`src/rtl/cascade_counter.sv`:
```
// WIDTH-bit synchronous up/down counter with programmable terminal value and
// 74163-style CEP/CET/TC cascading; optional hold-at-terminal saturation.
module cascade_counter #(
    parameter int WIDTH    = 8,
    parameter bit SATURATE = 1'b0
) (
    input  logic             CP,
    input  logic             MR,
    input  logic             CEP,
    input  logic             CET,
    input  logic             _PE,
    input  logic             UP,
    input  logic [WIDTH-1:0] D,
    input  logic [WIDTH-1:0] LIMIT,
    output logic [WIDTH-1:0] Q,
    output logic             TC,
    output logic             WRAP
);

    if (WIDTH < 4 || WIDTH > 32 || (WIDTH % 4) != 0) begin : g_bad_width
        $error("cascade_counter: WIDTH must be 4..32 and a multiple of 4");
    end

    logic [WIDTH-1:0] q_q, q_d;
    logic             wrap_q, wrap_d;
    logic             at_terminal;

    // Terminal is LIMIT going up and zero going down; an out-of-range value
    // (above LIMIT) rolls over naturally without being treated as terminal.
    assign at_terminal = UP ? (q_q == LIMIT) : (q_q == '0);

    // NOTE: defaults first so every path assigns q_d/wrap_d and no latch is inferred.
    always_comb begin
        q_d    = q_q;
        wrap_d = 1'b0;
        if (!_PE) begin
            q_d = D;
        end else if (CEP && CET) begin
            wrap_d = at_terminal;
            if (at_terminal) begin
                if (!SATURATE) begin
                    q_d = UP ? '0 : LIMIT;
                end
            end else begin
                q_d = UP ? (q_q + 1'b1) : (q_q - 1'b1);
            end
        end
    end

    // NOTE: state updates use non-blocking assignments so all registers sample together.
    always_ff @(posedge CP) begin
        if (MR) begin
            q_q    <= '0;
            wrap_q <= 1'b0;
        end else begin
            q_q    <= q_d;
            wrap_q <= wrap_d;
        end
    end

    assign Q    = q_q;
    assign WRAP = wrap_q;
    assign TC   = CET & at_terminal;

endmodule

```
`config.mk`:
```
export PLATFORM = sky130hd
export DESIGN_NAME = cascade_counter
export DESIGN_NICKNAME = d
export VERILOG_FILES = /design/src/rtl/cascade_counter.sv
export SDC_FILE = /design/constraint.sdc
export NUM_CORES = 1
export LEC_CHECK = 0
export BUFFER_PORTS_ARGS = -buffer_cell sky130_fd_sc_hd__clkbuf_2
export CORE_MARGIN = 8
export CORE_UTILIZATION = 38
export DETAILED_ROUTE_END_ITERATION = 16
export HOLD_SLACK_MARGIN = 0.05
export PLACE_DENSITY = 0.65
export SLEW_MARGIN = 15
export SYNTH_ARGS = -nofsm -noshare
export SYNTH_HDL_FRONTEND = slang
export SYNTH_SLANG_ARGS = --single-unit
```
`constraint.sdc`:
```
create_clock -name CP -period 2.65 [get_ports CP]
set_clock_uncertainty 0.15 [all_clocks]
set_input_delay 0 -clock CP [delete_from_list [all_inputs] [get_ports CP]]
set_output_delay 0 -clock CP [all_outputs]
set_load 0.03 [all_outputs]
```
==> results.ini <==
[global_routing]
grt_pass1_wl_um=4730
grt_max_degree=13
antenna_found_initial=0
grt_pass1_vias=1052
grt_overflow=0
grt_use_total_pct=13.8

[logic_synthesis]
synth_top_family_by_area=compound AO/OA/AOI/OAI gates
synth-simple-area-share_pct=22.8
synth_cell_types=37
synth_area_leader_cell=dfxtp_1
synthesis.area_um2=873
synthAdderAreaFrac_pct=10.9
syn_area_per_cell_um2=8.48
yosysSeqAreaShare_pct=20.6
yosys-top-cells-area=dfxtp_1 (21%), xor2_1 (11%), ha_1 (8.6%)
yosys_warnings=0
postSynthCellCount=103
ys_ff_latch=9
synthMuxAreaShare_pct=1.15
synth-compound-area-share_pct=26.8
synth_top_cell_area_share_pct=20.6
syn-num-nets=132
synth_xor_xnor_area_share_pct=14.0

[layout]
syn2layout_area_growth_pct=49.6
fin_nets=191
num_antenna_cells=0
final_common_cell=clkbuf_2
drive_gt1_share_pct=28.6
final_area_um2=1310
layout_common_cells=clkbuf_2 (31), dlygate4sd3_1 (20), xor2_1 (11), nor2_1 (11), dfxtp_1 (9)
final_core_util_pct=59.6
fillers=208

[die]
dieArea_um2=4090
core_area_um2=2190
io_pins=32
die_w_um=63.9
die_h_um=63.9
row_count=17
start_util_pct=39.9

[clocking]
clock_latency_ns=0.27
cts_resized=0
htreeDepth=1
clockBufferDepth=2
cts_tree=yes
numCtsBuffers=3
cts_num_sinks=9
cts_root_buf=clkbuf_4
clk_pin_slew_ns=0.07

[sta]
fin_crit_sh_pct=95.8
finalHoldViolations=0
setup_tns_ns=0
fmax_ghz=0.394
hold_slack_ns=0.0633
worst_slew_pin_slew_ns=0.778
relSlewSlack_pct=47.7
setup_violations=0
finalCriticalPeriod_ns=2.54
slew_viol_final=0

[drt]
drtAntennaViolNets=0
first_pass_iters=4
drt_iter0_markers=27
via_count=1019
drc=0
routed_via_density=5.39
drt_wl_total_um=2840
routedWlPerCell_um=15.0

[critical_path]
path_class=flip-flop to flip-flop
reg2reg_slack_ns=0.11
cp-end-kind=flip-flop
crit_arrival_ns=2.60
rr_startpoint=Q[5]
crit_required_ns=2.71
startpoint=Q[5]
start_kind=flip-flop
crit_fanout=6

[pwr]
p_leak_uw=0.000650
ir_drop_mv=0.267
power_density_nw_per_um2=413
p_total_uw=539

[place]
io_buffers=31
dpl_cell_area_um2=1060
dpl.hpwl_um=2130
place.gp.congestion=0.783

[flow_run]
max-cap-violations=0

[worst_hold_path]
hp-class=input port to flip-flop
min_from=LIMIT[5]

[run_status]
outcome=complete, no violations

-- critical path: stages (launching register included) --
cell	delay, ns
dfxtp_1	0.37
or3_2	0.53
nor4_4	0.28
buf_4	0.18
buf_4	0.13
nand4_1	0.09
a31oi_1	0.18
dlygate4sd3_1	0.58
-- cells in the mapped netlist --
master      n
a2111oi_2   1
a21boi_0    2
a21o_1      3
a21oi_1     6
a221o_2     1
a221oi_1    4
a22oi_1     4
a31oi_1     1
a31oi_2     1
and3_1      2
buf_4       1
clkbuf_8    1
dfxtp_1     9
fa_1        1
ha_1        6
inv_1       3
mux2i_1     1
nand2_1     7
nand3_1     2
nand3b_1    2
nand4_1     1
nor2_1     11
nor2b_1     1
nor3_1      2
nor4_1      2
nor4_4      1
o21ai_0     2
o21ba_1     1
o221ai_1    1
o22ai_1     3
o41ai_1     1
or2_2       1
or3_1       2
or3_2       1
or4_4       1
xnor2_1     3
xor2_1     11
-- flip-flops by register name, indices dropped and copies added (netlist names) --
| register | cells |
|---|---|
| WRAP | 1 |
| Q | 8 |
-- repair_timing --
action,4_1_cts,5_1_grt
setup buffers,0,2
endpoints found under the hold margin,9,0
setup endpoints to repair,0,2
hold buffers,20,0
-- logic make-up (layout without fill, tap and decap cells) --
family,after synthesis,count (layout)
XOR/XNOR,14,14
AND/OR/NAND/NOR,36,36
buffers and inverters,5,63
adder cells (fa/ha/maj),7,7
multiplexers,1,1
flip-flops,9,9
AO/OA/AOI/OAI,31,31
-- power breakdown --
| part | leakage (µW) | internal (µW) | switching, µW |
|---|---|---|---|
| combinational | 0.000560 | 124 | 137 |
| sequential | 0.0000744 | 147 | 19.9 |
| clock | 0.0000150 | 58.2 | 52.5 |
| total | 0.000650 | 329 | 210 |
-- metrics by stage --
step                      setup slack (ns)  cells
final                                0.112    189
after global routing              -0.00647    189
after CTS                           0.0400    187
after detailed placement             0.490    163
after global placement               0.455    163
after floorplan                      0.446    103
-- worst paths after layout --
path | endpoint | depth (start not counted)
setup / recovery | Q[0] | 7
hold / removal | Q[5] | 3
setup reg to reg | Q[0] | 7
hold reg to reg | Q[3] | 2
-- routing by layer --
metal | global-route usage, % | wire, µm
met2 | 24.1 | 1400
met4 | 4.46 | 12
met1 | 16.1 | 1230
met5 | 0 | 0
met3 | 3.31 | 203
-- final cells by class --
cell class | count | area [µm²] | share of cell area, %
clock buffers | 4 | 26.3 | 2.01
inverters | 3 | 11.3 | 0.862
multi-input cells | 89 | 661 | 50.6
flip-flops and latches | 9 | 180 | 13.8
well taps | 28 | 35.0 | 2.68
repair buffers | 56 | 393 | 30.1
Power figures use the tool's default switching activity.
